`src/rtl/pool_mc_engine.sv`:
```
// Sliding-window AVG/MAX pooling over a signed 8-bit feature map. Results are packed into a line buffer and flushed in bursts.
// Build option: define POOL_RELU_EN to clamp negative results to zero before they are buffered.
module pool_mc_engine #(
    parameter int ADDR_WIDTH        = 19,
    parameter int NUM_WORDS_IN_LINE = 32,
    parameter int X_ROWS_NUM        = 128,
    parameter int Y_ROWS_NUM        = 8,
    parameter int ACC_W             = 16,
    parameter int X_LOG2            = $clog2(X_ROWS_NUM),
    parameter int Y_LOG2            = $clog2(Y_ROWS_NUM)
) (
    input  logic                                 clk,
    input  logic                                 rst_n,
    input  logic                                 sw_pool_go,
    input  logic                                 sw_pool_mode,
    input  logic [ADDR_WIDTH-1:0]                sw_pool_addr_x,
    input  logic [ADDR_WIDTH-1:0]                sw_pool_addr_z,
    input  logic [X_LOG2:0]                      sw_pool_x_m,
    input  logic [X_LOG2:0]                      sw_pool_x_n,
    input  logic [Y_LOG2:0]                      sw_pool_y_m,
    input  logic [Y_LOG2:0]                      sw_pool_y_n,
    input  logic [1:0]                           sw_pool_stride_log2,
    input  logic [5:0]                           sw_pool_shift,
    output logic                                 sw_pool_busy_ind,
    output logic                                 sw_pool_done,
    output logic                                 rd_req,
    output logic [ADDR_WIDTH-1:0]                rd_start_addr,
    output logic [$clog2(NUM_WORDS_IN_LINE):0]   rd_size_bytes,
    input  logic                                 rd_valid,
    input  logic [NUM_WORDS_IN_LINE*8-1:0]       rd_data,
    output logic                                 wr_req,
    output logic [ADDR_WIDTH-1:0]                wr_start_addr,
    output logic [$clog2(NUM_WORDS_IN_LINE):0]   wr_size_bytes,
    output logic [NUM_WORDS_IN_LINE*8-1:0]       wr_data,
    input  logic                                 wr_ack
);
    localparam int CNT_W = $clog2(NUM_WORDS_IN_LINE) + 1;
    localparam int XW    = X_LOG2 + 1;
    localparam int YW    = Y_LOG2 + 1;
    localparam logic signed [ACC_W-1:0] SAT_HI = 127;
    localparam logic signed [ACC_W-1:0] SAT_LO = -128;

    typedef enum logic [2:0] {
        S_IDLE, S_RD_REQ, S_RD_WAIT, S_ACC, S_EMIT, S_WR_REQ, S_WR_WAIT, S_DONE
    } state_t;

    state_t                        state_q;
    logic                          mode_q;
    logic [ADDR_WIDTH-1:0]         addr_x_q, addr_z_q, flushed_q;
    logic [XW-1:0]                 x_n_q, out_m_q, out_n_q, out_r_q, out_c_q;
    logic [YW-1:0]                 y_m_q, y_n_q, u_q;
    logic [1:0]                    stride_q;
    logic [5:0]                    shift_q;
    logic signed [ACC_W-1:0]       acc_q, row_sum_q;
    logic signed [7:0]             row_max_q;
    logic [CNT_W-1:0]              wr_cnt_q;
    logic [NUM_WORDS_IN_LINE*8-1:0] wr_buf_q;
    logic                          last_q;
    logic                          busy_q, done_q, rd_req_q, wr_req_q;
    logic [ADDR_WIDTH-1:0]         rd_addr_q, wr_addr_q;
    logic [CNT_W-1:0]              rd_size_q, wr_size_q;

    logic [ADDR_WIDTH-1:0]         row_a, rd_addr_d;
    logic signed [ACC_W-1:0]       row_sum_d, row_max_ext, shifted;
    logic signed [7:0]             row_max_d, byte_v;
    logic [7:0]                    res_d;
    logic                          last_win;

    assign sw_pool_busy_ind = busy_q;
    assign sw_pool_done     = done_q;
    assign rd_req           = rd_req_q;
    assign rd_start_addr    = rd_addr_q;
    assign rd_size_bytes    = rd_size_q;
    assign wr_req           = wr_req_q;
    assign wr_start_addr    = wr_addr_q;
    assign wr_size_bytes    = wr_size_q;
    assign wr_data          = wr_buf_q;

    assign row_max_ext = ACC_W'(row_max_q);
    assign last_win    = (out_r_q == out_m_q - 1'b1) && (out_c_q == out_n_q - 1'b1);

    always_comb begin
        row_a     = (ADDR_WIDTH'(out_r_q) << stride_q) + ADDR_WIDTH'(u_q);
        rd_addr_d = addr_x_q + row_a * ADDR_WIDTH'(x_n_q) + (ADDR_WIDTH'(out_c_q) << stride_q);
    end

    // Row reduction straight off the read beat; only the first y_n bytes take part.
    always_comb begin
        row_sum_d = '0;
        row_max_d = 8'sh80;
        byte_v    = '0;
        for (int j = 0; j < NUM_WORDS_IN_LINE; j++) begin
            if (j < int'(y_n_q)) begin
                byte_v    = rd_data[j*8 +: 8];
                row_sum_d = row_sum_d + ACC_W'(byte_v);
                if (byte_v > row_max_d) row_max_d = byte_v;
            end
        end
    end

    always_comb begin
        shifted = acc_q >>> shift_q;
        res_d   = acc_q[7:0];
        if (!mode_q) begin
            if (shifted > SAT_HI)      res_d = 8'h7f;
            else if (shifted < SAT_LO) res_d = 8'h80;
            else                       res_d = shifted[7:0];
        end
`ifdef POOL_RELU_EN
        if (res_d[7]) res_d = '0;
`endif
    end

    always_ff @(posedge clk or negedge rst_n) begin
        if (!rst_n) begin
            state_q   <= S_IDLE;
            mode_q    <= 1'b0;
            addr_x_q  <= '0;
            addr_z_q  <= '0;
            flushed_q <= '0;
            x_n_q     <= '0;
            out_m_q   <= '0;
            out_n_q   <= '0;
            out_r_q   <= '0;
            out_c_q   <= '0;
            y_m_q     <= '0;
            y_n_q     <= '0;
            u_q       <= '0;
            stride_q  <= '0;
            shift_q   <= '0;
            acc_q     <= '0;
            row_sum_q <= '0;
            row_max_q <= '0;
            wr_cnt_q  <= '0;
            wr_buf_q  <= '0;
            last_q    <= 1'b0;
            busy_q    <= 1'b0;
            done_q    <= 1'b0;
            rd_req_q  <= 1'b0;
            wr_req_q  <= 1'b0;
            rd_addr_q <= '0;
            wr_addr_q <= '0;
            rd_size_q <= '0;
            wr_size_q <= '0;
        end else begin
            case (state_q)
                S_IDLE: begin
                    if (sw_pool_go) begin
                        mode_q    <= sw_pool_mode;
                        addr_x_q  <= sw_pool_addr_x;
                        addr_z_q  <= sw_pool_addr_z;
                        x_n_q     <= sw_pool_x_n;
                        y_m_q     <= sw_pool_y_m;
                        y_n_q     <= sw_pool_y_n;
                        stride_q  <= sw_pool_stride_log2;
                        shift_q   <= sw_pool_shift;
                        out_m_q   <= ((sw_pool_x_m - XW'(sw_pool_y_m)) >> sw_pool_stride_log2) + 1'b1;
                        out_n_q   <= ((sw_pool_x_n - XW'(sw_pool_y_n)) >> sw_pool_stride_log2) + 1'b1;
                        u_q       <= '0;
                        out_r_q   <= '0;
                        out_c_q   <= '0;
                        flushed_q <= '0;
                        wr_cnt_q  <= '0;
                        wr_buf_q  <= '0;
                        last_q    <= 1'b0;
                        busy_q    <= 1'b1;
                        state_q   <= S_RD_REQ;
                    end
                end
                S_RD_REQ: begin
                    rd_req_q  <= 1'b1;
                    rd_addr_q <= rd_addr_d;
                    rd_size_q <= CNT_W'(y_n_q);
                    state_q   <= S_RD_WAIT;
                end
                S_RD_WAIT: begin
                    if (rd_valid) begin
                        rd_req_q  <= 1'b0;
                        row_sum_q <= row_sum_d;
                        row_max_q <= row_max_d;
                        state_q   <= S_ACC;
                    end
                end
                S_ACC: begin
                    // First row of a window seeds the accumulator instead of combining with it.
                    if (mode_q) begin
                        if (u_q == '0 || row_max_ext > acc_q) acc_q <= row_max_ext;
                    end else if (u_q == '0) begin
                        acc_q <= row_sum_q;
                    end else begin
                        acc_q <= acc_q + row_sum_q;
                    end
                    if ((u_q + 1'b1) < y_m_q) begin
                        u_q     <= u_q + 1'b1;
                        state_q <= S_RD_REQ;
                    end else begin
                        u_q     <= '0;
                        state_q <= S_EMIT;
                    end
                end
                S_EMIT: begin
                    wr_buf_q[wr_cnt_q*8 +: 8] <= res_d;
                    wr_cnt_q <= wr_cnt_q + 1'b1;
                    last_q   <= last_win;
                    if (out_c_q == out_n_q - 1'b1) begin
                        out_c_q <= '0;
                        out_r_q <= out_r_q + 1'b1;
                    end else begin
                        out_c_q <= out_c_q + 1'b1;
                    end
                    if (wr_cnt_q == CNT_W'(NUM_WORDS_IN_LINE - 1) || last_win) state_q <= S_WR_REQ;
                    else state_q <= S_RD_REQ;
                end
                S_WR_REQ: begin
                    wr_req_q  <= 1'b1;
                    wr_addr_q <= addr_z_q + flushed_q;
                    wr_size_q <= wr_cnt_q;
                    state_q   <= S_WR_WAIT;
                end
                S_WR_WAIT: begin
                    if (wr_ack) begin
                        wr_req_q  <= 1'b0;
                        wr_size_q <= '0;
                        flushed_q <= flushed_q + ADDR_WIDTH'(wr_cnt_q);
                        wr_cnt_q  <= '0;
                        wr_buf_q  <= '0;
                        if (last_q) begin
                            busy_q  <= 1'b0;
                            done_q  <= 1'b1;
                            state_q <= S_DONE;
                        end else begin
                            state_q <= S_RD_REQ;
                        end
                    end
                end
                S_DONE: begin
                    done_q  <= 1'b0;
                    state_q <= S_IDLE;
                end
                default: state_q <= S_IDLE;
            endcase
        end
    end
endmodule

```
`config.mk`:
```
export PLATFORM = sky130hd
export DESIGN_NAME = pool_mc_engine
export DESIGN_NICKNAME = d
export VERILOG_FILES = /design/src/rtl/pool_mc_engine.sv
export SDC_FILE = /design/constraint.sdc
export NUM_CORES = 2
export LEC_CHECK = 0
export ABC_AREA = 1
export BUFFER_PORTS_ARGS = -buffer_cell sky130_fd_sc_hd__clkbuf_2
export CAP_MARGIN = 20
export CORE_ASPECT_RATIO = 1.5
export CORE_MARGIN = 2
export CORE_UTILIZATION = 55
export DETAILED_ROUTE_END_ITERATION = 12
export MAX_ROUTING_LAYER = met4
export PLACE_DENSITY = 0.81
export SLEW_MARGIN = 20
export SYNTH_ARGS = -nofsm -noshare
export SYNTH_HDL_FRONTEND = slang
export SYNTH_SLANG_ARGS = --single-unit
export TNS_END_PERCENT = 10
```
`constraint.sdc`:
```
create_clock -name clk -period 32.5 [get_ports clk]
set_clock_uncertainty 0.05 [all_clocks]
set_input_delay 6.5 -clock clk [delete_from_list [all_inputs] [get_ports clk]]
set_output_delay 6.5 -clock clk [all_outputs]
set_load 0.1 [all_outputs]
```
==> results.md <==
- Final setup TNS: 0 ps
- Number of core rows: roughly 120
- Crit path capture type: flop
- Largest family of logic cells by synthesized area: simple AND/OR/NAND/NOR gates
- Worst Hold Class: reg -> reg
- Core area: roughly 76000 sq um
- Filler instances: 6836
- Simple-gate area share of the yosys netlist: 0.244
- YS warnings: 0
- Post-layout nets: a little over 7000
- Netlist Area Pre-Place: about 42000 sq um
- Fmax achieved: about 0.036 GHz
- Met3 wire length: around 9.9 mm
- Router iterations before antenna repair: 6
- H-tree level count: 2
- Input/output buffers: around 500
- Chip width: around 230 microns
- Ratio of cells with drive above 1 in the final layout: 0.120
- Post-synthesis adder-cell area fraction: 0.174
- Share of the yosys chip area belonging to registers: 0.281
- Max clock buf depth: 3
- Vias in the first global route: approximately 40000
- Setup Crit Path Kind: in -> reg
- CP Launch Type: input port
- Average wire per standard cell: 17.5 microns
- Cells after Synth: ~6000
- Worst path max stage delay: about 600 ps
- Worst reg2reg path depth: between 100 and 150
- Largest net degree at the start of global routing: 125
- Post-Syn Area per Cell: between 7 and 8 sq um
- CTS tree: done
- Detailed Place HPWL: between 100 and 150 mm
- Crit-path slowest cell: o21ai_0
- DRT Wirelength: 129 mm
- Initial antenna violation count: 23
- Ys flop type: dfrtp_1
- Initial detailed-routing violation count: just under 3000
- Crit Path Max Fanout: 16
- DRC: 0
- Worst-path clk slew: roughly 60 ps
- Area growth syn-to-layout: 11.5%
- Final core utilization: 0.620
- Ys async rst share: 1.00
- Vias per cell: 5.67
- Dpl cells: 7251
- Number of setup violations in the final report: 0
- GP Congestion: about 1
- DR vias: roughly 42000
- Met2 routed WL: about 64 mm
- Clk root buf: clkbuf_16
- Worst Path Required: about 33000 ps
- Most common cell after layout, fill and taps aside: nand2_1
- Height of the die: approximately 340 microns
- Top Layer Used: met4
- EDFF count, synth: 0
- Met1 WL: approximately 46 mm
- Compound-Gate Fraction of Synth Area: 0.172
- Data arrival, critical path: approximately 28000 ps
- Worst-case headroom to the max-slew limit: 0.274
- Tmin final: approximately 28000 ps
- Worst-skew pair later-pin latency: between 500 and 600 ps
- Setup bufs post-CTS: 0
- Post-synth cell types: between 60 and 70
- Worst hold margin: between 400 and 500 ps
- Total gr overflow: 0
- Post-Synth XOR/XNOR Area: 0.0422
- ANT nets after route: 0
- Post-CTS Resized: 0
- Top Ports: about 640
- Cell count of the worst hold path: 2
- CTS buffer count: 43
- Max_cap viols: 0
- Worst-Margin Slew: 1080 ps
- Hold buffers post-CTS: 0
- Final cell count without fillers: around 7400
- Max-slew violations: 0
- Clock Sinks: between 400 and 500
- Post-synthesis mux area share: 0.00142
- Crit share post-route: 0.847
- FF+latch count, synth: between 400 and 500
- Most frequent cells in the layout: nand2_1 (1324), o21ai_0 (786), inv_1 (715)
- First-pass GRT wire length: 204 mm
- Outcome: finished clean
- Fin. Hold Viols: 0
- Unrepaired setup endpoints after global routing: no
- GRT Overall Usage: 0.328
- Initial Utilization: 0.556
- Die area: just under 80000 sq um
flip-flops by register name (all words and copies together) (netlist names), 2 cells and up:
register / flops
acc_q: 16
addr_x_q: 19
addr_z_q: 19
flushed_q: 19
out_c_q: 8
out_m_q: 8
out_n_q: 8
out_r_q: 8
rd_size_bytes: 4
rd_start_addr: 19
row_max_q: 8
row_sum_q: 16
shift_q: 6
state_q: 3
stride_q: 2
u_q: 4
wr_cnt_q: 6
wr_data: 256
wr_size_bytes: 6
wr_start_addr: 19
x_n_q: 8
y_m_q: 4
y_n_q: 4
worst max-delay path, delay by kind of cell:
family	cells	cell delay, ps
compound gates	37	9980
fa+ha+maj	14	4520
buf+inv	6	400
simple gates	52	6470
stage by stage:
stage,area [sq um],worst slack [ps]
after floorplan,42400,7780
after global placement,45600,5140
after detailed placement,45600,4640
after CTS,47100,5230
after global routing,47200,2960
final,47200,4980
final timing paths:
| kind | from | endpoint | slack, ps |
|---|---|---|---|
| worst max-delay path | rd_data[7] | row_max_q[5] | 4980 |
| worst min-delay path | rd_start_addr[1] | rd_start_addr[1] | 420 |
| worst max register to register | y_n_q[3] | row_max_q[5] | 9680 |
| worst min register to register | rd_start_addr[1] | rd_start_addr[1] | 420 |
| max in group asynchronous | rst_n | row_max_q[5] | 23960 |
| min in group asynchronous | rst_n | wr_start_addr[15] | 5910 |
cell type report:
cell class / count / area, sq um / share of cell area
Timing Repair Buffer: 530 / 2740 / 0.0580
Inverter: 750 / 2830 / 0.0599
Clock inverter: 23 / 314 / 0.00665
Antenna cell: 23 / 57.6 / 0.00122
Tap cell: 1008 / 1260 / 0.0267
Multi-Input combinational cell: 4488 / 26900 / 0.570
Clock buffer: 55 / 1180 / 0.0250
Sequential cell: 476 / 11900 / 0.252
per-layer routing:
layer  track usage  vias up
li1              -    20365
met3        0.0588      398
met5             -        -
met1         0.345    19398
met4         0.180        0
met2         0.582     1528
synth_stat cells, drive strengths merged (2+ instances only):
library cell | count | area share
nor3 | 60 | 0.0071
dfrtp | 476 | 0.28
a31oi | 35 | 0.0053
a221oi | 4 | 0.00083
a21o | 20 | 0.0038
o22ai | 18 | 0.0027
a211oi | 9 | 0.0016
clkinv | 23 | 0.0020
mux2i | 6 | 0.0014
o211ai | 28 | 0.0050
o221ai | 2 | 0.00041
nand4 | 62 | 0.0092
fa | 106 | 0.050
and2 | 17 | 0.0025
a22o | 3 | 0.00062
a21oi | 298 | 0.036
a2111oi | 2 | 0.00041
xnor2 | 77 | 0.016
and3 | 5 | 0.00074
nand2 | 1398 | 0.13
o21a | 11 | 0.0019
buf | 44 | 0.0060
ha | 420 | 0.12
or2 | 13 | 0.0019
clkbuf | 124 | 0.012
nor2 | 466 | 0.043
a22oi | 9 | 0.0016
nor3b | 3 | 0.00053
xor2 | 127 | 0.026
nand3 | 370 | 0.047
inv | 727 | 0.065
nand3b | 13 | 0.0023
o31ai | 57 | 0.010
o21ai | 795 | 0.094
nor4 | 8 | 0.0012
o21bai | 40 | 0.0071
logic make-up (layout without fill, tap and decap cells):
| family | Yosys count | count (layout) |
|---|---|---|
| fa+ha+maj | 526 | 526 |
| flops | 476 | 476 |
| buf+inv | 918 | 1358 |
| simple gates | 2416 | 2416 |
| other cells | 1 | 25 |
| xor+xnor | 204 | 204 |
| compound gates | 1334 | 1334 |
| mux | 6 | 6 |
Power is left out: the tool's default activity adds up to more than one toggle a clock period on the data nets, which glitch-free logic cannot reach.
